==> config.mk <==
export PLATFORM = sky130hd
export DESIGN_NAME = alu_op_sequencer
export DESIGN_NICKNAME = d
export VERILOG_FILES = /design/src/rtl/alu_op_sequencer.sv
export SDC_FILE = /design/constraint.sdc
export NUM_CORES = 1
export LEC_CHECK = 0
export CAP_MARGIN = 20
export CORE_MARGIN = 2
export CORE_UTILIZATION = 52
export CTS_CLUSTER_DIAMETER = 50
export CTS_CLUSTER_SIZE = 40
export DETAILED_ROUTE_END_ITERATION = 7
export PLACE_DENSITY = 0.87
export REMOVE_ABC_BUFFERS = 1
export SYNTH_ARGS = -nofsm -noshare
export SYNTH_HDL_FRONTEND = slang
export SYNTH_SLANG_ARGS = --single-unit
==> constraint.sdc <==
create_clock -name CLK -period 3.7 [get_ports CLK]
set_input_delay 0.37 -clock CLK [delete_from_list [all_inputs] [get_ports CLK]]
set_output_delay 0.37 -clock CLK [all_outputs]
set_load 0.02 [all_outputs]
==> src/rtl/alu_op_sequencer.sv <==
// alu_op_sequencer
// Request-side driver for the datapath ALU. Accepts one operation at a time,
// drives the ALU operand/control inputs, captures the ALU's combinational
// result and returns it on a response channel. MUL is a WIDTH-step shift-add
// built from repeated ALU ADDs, so the ALU itself needs no multiplier.
//
// Ports:
//   CLK, Reset_L                 clock, asynchronous active-low reset
//   ReqValid/ReqReady            request handshake
//   ReqOp, ReqA, ReqB            opcode (0 AND,1 OR,2 ADD,3 SUB,4 PASSB,5 MUL,
//                                6 CMP,7 illegal) and operands
//   RspValid/RspReady            response handshake
//   RspData, RspZero, RspErr     result, zero flag, illegal-opcode flag
//   AluBusA, AluBusB, AluCtrl    drive the ALU inputs
//   AluBusW, AluZero             ALU combinational result and zero flag
//   DbgState                     current FSM state (IDLE=0 EXEC=1 MUL=2 RESP=3)
//
// Handshakes: a transfer happens on a rising edge where valid and ready are
// both high. ReqReady is high only in IDLE; RspValid is high only in RESP,
// and the response fields are held constant until RspReady accepts them.
// Neither valid depends combinationally on the opposite ready.

module alu_op_sequencer #(
    parameter int WIDTH = 64,
    parameter int CNT_W = 7
) (
    input  logic             CLK,
    input  logic             Reset_L,
    input  logic             ReqValid,
    output logic             ReqReady,
    input  logic [2:0]       ReqOp,
    input  logic [WIDTH-1:0] ReqA,
    input  logic [WIDTH-1:0] ReqB,
    output logic             RspValid,
    input  logic             RspReady,
    output logic [WIDTH-1:0] RspData,
    output logic             RspZero,
    output logic             RspErr,
    output logic [WIDTH-1:0] AluBusA,
    output logic [WIDTH-1:0] AluBusB,
    output logic [3:0]       AluCtrl,
    input  logic [WIDTH-1:0] AluBusW,
    input  logic             AluZero,
    output logic [1:0]       DbgState
);

    typedef enum logic [1:0] {
        IDLE = 2'd0,
        EXEC = 2'd1,
        MUL  = 2'd2,
        RESP = 2'd3
    } state_t;

    localparam logic [2:0] OP_AND   = 3'd0;
    localparam logic [2:0] OP_OR    = 3'd1;
    localparam logic [2:0] OP_ADD   = 3'd2;
    localparam logic [2:0] OP_SUB   = 3'd3;
    localparam logic [2:0] OP_MUL   = 3'd5;
    localparam logic [2:0] OP_CMP   = 3'd6;
    localparam logic [2:0] OP_ILL   = 3'd7;

    localparam logic [3:0] CTRL_AND   = 4'b0000;
    localparam logic [3:0] CTRL_OR    = 4'b0001;
    localparam logic [3:0] CTRL_ADD   = 4'b0010;
    localparam logic [3:0] CTRL_SUB   = 4'b0110;
    localparam logic [3:0] CTRL_PASSB = 4'b0111;

    localparam logic [CNT_W-1:0] LAST_ITER = CNT_W'(WIDTH - 1);

    state_t           state;
    logic [2:0]       op;
    logic [WIDTH-1:0] acc;
    // mcand/mplier double as the latched A/B operands for the simple ops,
    // which only need them unshifted for their single EXEC cycle.
    logic [WIDTH-1:0] mcand;
    logic [WIDTH-1:0] mplier;
    logic [CNT_W-1:0] cnt;

    // Opcode to ALU control; PASSB is the fallback so AluCtrl can never carry
    // an encoding the ALU does not implement. CMP is a SUB and reads Zero.
    function automatic logic [3:0] map_ctrl(input logic [2:0] o);
        logic [3:0] c;
        case (o)
            OP_AND:         c = CTRL_AND;
            OP_OR:          c = CTRL_OR;
            OP_ADD:         c = CTRL_ADD;
            OP_SUB, OP_CMP: c = CTRL_SUB;
            default:        c = CTRL_PASSB;
        endcase
        return c;
    endfunction

    // ALU drive is a pure decode of registered state, so it is stable for the
    // whole cycle and the ALU result settles before the capturing edge.
    always_comb begin
        AluBusA = '0;
        AluBusB = '0;
        AluCtrl = CTRL_PASSB;
        case (state)
            EXEC: begin
                AluBusA = mcand;
                AluBusB = mplier;
                AluCtrl = map_ctrl(op);
            end
            MUL: begin
                AluBusA = acc;
                AluBusB = mplier[0] ? mcand : '0;
                AluCtrl = CTRL_ADD;
            end
            default: ;
        endcase
    end

    assign ReqReady = (state == IDLE);
    assign RspValid = (state == RESP);
    assign DbgState = state;

    always_ff @(posedge CLK or negedge Reset_L) begin
        if (!Reset_L) begin
            state   <= IDLE;
            op      <= '0;
            acc     <= '0;
            mcand   <= '0;
            mplier  <= '0;
            cnt     <= '0;
            RspData <= '0;
            RspZero <= 1'b0;
            RspErr  <= 1'b0;
        end else begin
            case (state)
                IDLE: begin
                    if (ReqValid) begin
                        op     <= ReqOp;
                        mcand  <= ReqA;
                        mplier <= ReqB;
                        acc    <= '0;
                        cnt    <= '0;
                        if (ReqOp == OP_ILL) begin
                            RspData <= '0;
                            RspZero <= 1'b0;
                            RspErr  <= 1'b1;
                            state   <= RESP;
                        end else if (ReqOp == OP_MUL) begin
                            state <= MUL;
                        end else begin
                            state <= EXEC;
                        end
                    end
                end
                EXEC: begin
                    RspData <= (op == OP_CMP) ? {{(WIDTH-1){1'b0}}, AluZero} : AluBusW;
                    RspZero <= AluZero;
                    RspErr  <= 1'b0;
                    state   <= RESP;
                end
                MUL: begin
                    acc    <= AluBusW;
                    mcand  <= mcand << 1;
                    mplier <= mplier >> 1;
                    cnt    <= cnt + CNT_W'(1);
                    if (cnt == LAST_ITER) begin
                        // The final ADD's result is the truncated product.
                        RspData <= AluBusW;
                        RspZero <= AluZero;
                        RspErr  <= 1'b0;
                        state   <= RESP;
                    end
                end
                RESP: begin
                    if (RspReady) state <= IDLE;
                end
                default: state <= IDLE;
            endcase
        end
    end

endmodule

==> impl_metrics.ini <==
[sta]
finalHoldViolations = 0
drv_slew = 0
timing.fmax_ghz = 0.2953
min_period_over_period = 0.9151
fin_ws_ps = 314.0
max_slew_margin = 0.3555
rsz0062_at_grt = no
skew_ps = 17.91
worst_pin_slew_ps = 966.7
layout_min_cycle_time_ps = 3386
setup_viol = 0

[yosys]
yosys_most_used_dff = dfrtp_1
synth_compound_area_frac = 0.2918
synthXorXnorAreaFrac = 0.002613
synthSimpleGateAreaFrac = 0.08876
synthCells = 1242
synth_fa_ha_area_frac = 0.004667
synth_top_family_by_area = compound AO/OA/AOI/OAI gates
synth_edf_count = 0
syn_area_sq_um = 13410
synth_warnings = 0
ys_types = 35
ys_seq_area_frac = 0.5040
yosys_register_bits = 270
synth.avg_cell_area_sq_um = 10.79
synthArstFlopShare = 1.000
synthMuxAreaShare = 0.05675

[drt]
finalWirelength_microns = 46870
num_vias = 12447
vias_per_cell = 6.493
wl_per_cell_microns = 24.45
first_pass_iters = 5
ant_nets = 0
drc = 0
dr.first_iter.drc_count = 1167

[place]
hpwl_microns = 30630
placed_cells = 1864
io_buffers = 400
place.gp.congestion = 0.9100
pre_cts_ws_ps = 931.4

[setup_path]
start_kind = flop
end_kind = primary output
critical_path_class = flop to primary output
arrival_ps = 3020
crit_fanout = 72
rrSetupSlack_ps = 950
cp.required_ps = 3330

[finish]
ff_latch_area_sq_um = 6756
finish.cell_count_without_fillers = 1917
nNetsFinal = 1770
multiInputGateArea_sq_um = 6050
final_cell_mix = 398 x clkdlybuf4s50_1, 270 x dfrtp_1, 194 x a22o_1, 130 x o21ai_0, 72 x nand2_1
drive_above_1_share = 0.06877
postLayoutCoreUtil = 0.7316
syn2layout_area_growth_pct = 37.83
fillers = 1729
layout_commonest_cell = clkdlybuf4s50_1

[power_and_ir_drop]
p_per_area_nw_per_um2 = 951.3
clkPwrFrac = 0.165
p_leak_nw = 8.046
intPower_mw = 9.851
p_comb_frac = 0.522
ir_worst_vdd_mv = 0.7783
p_sw_mw = 7.726
pwr-share-seq = 0.313
swShare = 0.4395

[clock_network]
cts_buffers = 28
cts_max_path_buffers = 3
cts_tree = built
clk_pin_slew_ps = 80
root_buffer = clkbuf_16
cts_setup_buffers = 0
clock-sinks = 270
insertion_delay_ps = 540
cts_max_level = 1

[grt]
grt_max_degree = 117
grt_pass1_vias = 12507
grt_pass1_wl_microns = 71530
overflow = 0
grt_usage = 0.3378
antenna_found_initial = 0

[floorplanning]
die_w_microns = 164.6
io_pins = 402
rows = 58
die_h_microns = 164.6
initial_utilization = 0.5308
coreArea_sq_um = 25250
die_area_sq_um = 27080

[hold_path]
hold_path_class = primary input to flop

[outcome]
status = finished, final reports clean

[flow_run]
max_cap_viol_count = 0
flip-flops by register name, summed over array words and instances (netlist names):
register / cells
RspData: 64
acc: 64
mcand: 64
mplier: 64
cnt: 7
op: 3
DbgState: 2
RspErr: 1
RspZero: 1
synth_stat cells, types with 2 or more instances:
cell type / count / share of area
dfrtp_1: 270 / 0.50
a22o_1: 194 / 0.13
o21ai_0: 130 / 0.049
nand2_1: 73 / 0.020
buf_2: 71 / 0.027
mux2i_1: 67 / 0.050
nand4_1: 66 / 0.031
nor2b_1: 65 / 0.030
a31oi_1: 64 / 0.030
a22oi_1: 63 / 0.035
a21bo_1: 51 / 0.038
clkbuf_1: 40 / 0.011
buf_1: 14 / 0.0039
a21bo_2: 13 / 0.0097
buf_4: 8 / 0.0045
inv_1: 6 / 0.0017
mux2_2: 6 / 0.0050
nor2_1: 6 / 0.0017
ha_1: 5 / 0.0047
a21oi_1: 4 / 0.0015
buf_6: 4 / 0.0034
nand3_1: 3 / 0.0011
and2_1: 2 / 0.00093
mux2_1: 2 / 0.0017
nand3b_1: 2 / 0.0011
nor3_1: 2 / 0.00075
xnor2_1: 2 / 0.0013
xor2_1: 2 / 0.0013
cell type report:
class | instances | share of cell area
Clock buffer | 34 | 0.04138
Tap cell | 330 | 0.02235
Multi-Input combinational cell | 829 | 0.3274
Timing Repair Buffer | 430 | 0.2319
Inverter | 6 | 0.001219
Sequential cell | 270 | 0.3657
Antenna cell | 2 | 0.0002709
Clock inverter | 16 | 0.009819
power by group through the flow:
| stage | Combinational [mW] | Sequential, mW | Clock (mW) |
|---|---|---|---|
| floorplan | 4.89 | 5.52 | 0 |
| global placement | 8.79 | 5.43 | 0 |
| detailed placement | 9.05 | 5.49 | 0 |
| CTS | 9.11 | 5.46 | 2.93 |
| global route | 9.79 | 5.63 | 3.07 |
| finish | 9.18 | 5.50 | 2.90 |
through the flow:
| step | power (mW) | hold slack [ps] | instance area (sq um) | TNS [ps] |
|---|---|---|---|---|
| 2_1_floorplan | 10.41 | 74.41 | 12740 | -2116420 |
| 3_3_place_gp | 14.22 | 460.4 | 17520 | 0 |
| 3_5_place_dp | 14.54 | 463.8 | 17520 | 0 |
| 4_1_cts | 17.50 | 386.6 | 18470 | 0 |
| 5_1_grt | 18.49 | 401.1 | 18470 | 0 |
| 6_report | 17.58 | 411.3 | 18480 | 0 |
per-layer routing:
| layer | vias up | part of all wire | track usage |
|---|---|---|---|
| met4 | 0 | 0.045 | 0.1589 |
| met1 | 6140 | 0.37 | 0.4142 |
| met3 | 158 | 0.11 | 0.09895 |
| met2 | 773 | 0.48 | 0.5510 |
| met5 | - | 0 | 0 |
| li1 | 5376 | - | - |
path summary, 6_finish.rpt:
path / start / end / depth (start not counted)
worst max-delay path: DbgState[1]$_DFFE_PN0P_ / AluBusB[48] / 6
worst min-delay path: ReqValid / mcand[4]$_DFFE_PN0P_ / 3
worst max register to register: DbgState[0]$_DFFE_PN0P_ / mcand[8]$_DFFE_PN0P_ / 7
worst min register to register: RspData[37]$_DFFE_PN0P_ / RspData[37]$_DFFE_PN0P_ / 1
max in group asynchronous: Reset_L / mplier[56]$_DFFE_PN0P_ / 3
min in group asynchronous: Reset_L / mplier[44]$_DFFE_PN0P_ / 2
cells by family (layout without fill, tap and decap cells):
| kind of cell | count (synthesis) | count (layout) |
|---|---|---|
| AOI/OAI and AO/OA | 522 | 522 |
| xor gates and xnor gates | 4 | 4 |
| adders and majority gates | 5 | 5 |
| buffers and inverters | 143 | 486 |
| DFF | 270 | 270 |
| muxes | 75 | 75 |
| other | 1 | 3 |
| and+or+nand+nor | 222 | 222 |
worst max-delay path, cell delays in order (launching register included):
cell and delay (ps):
dfrtp_1 450, inv_1 130, ha_4 320, and2_4 320, buf_12 300, a22o_1 230
clkdlybuf4s50_1 600
repair_timing:
item,in CTS,in global routing
endpoints found under the setup margin,0,0
hold buffers,1,0
gates resized for setup,0,0
endpoints found under the hold margin,110,0
(Power assumes the default switching activity.)
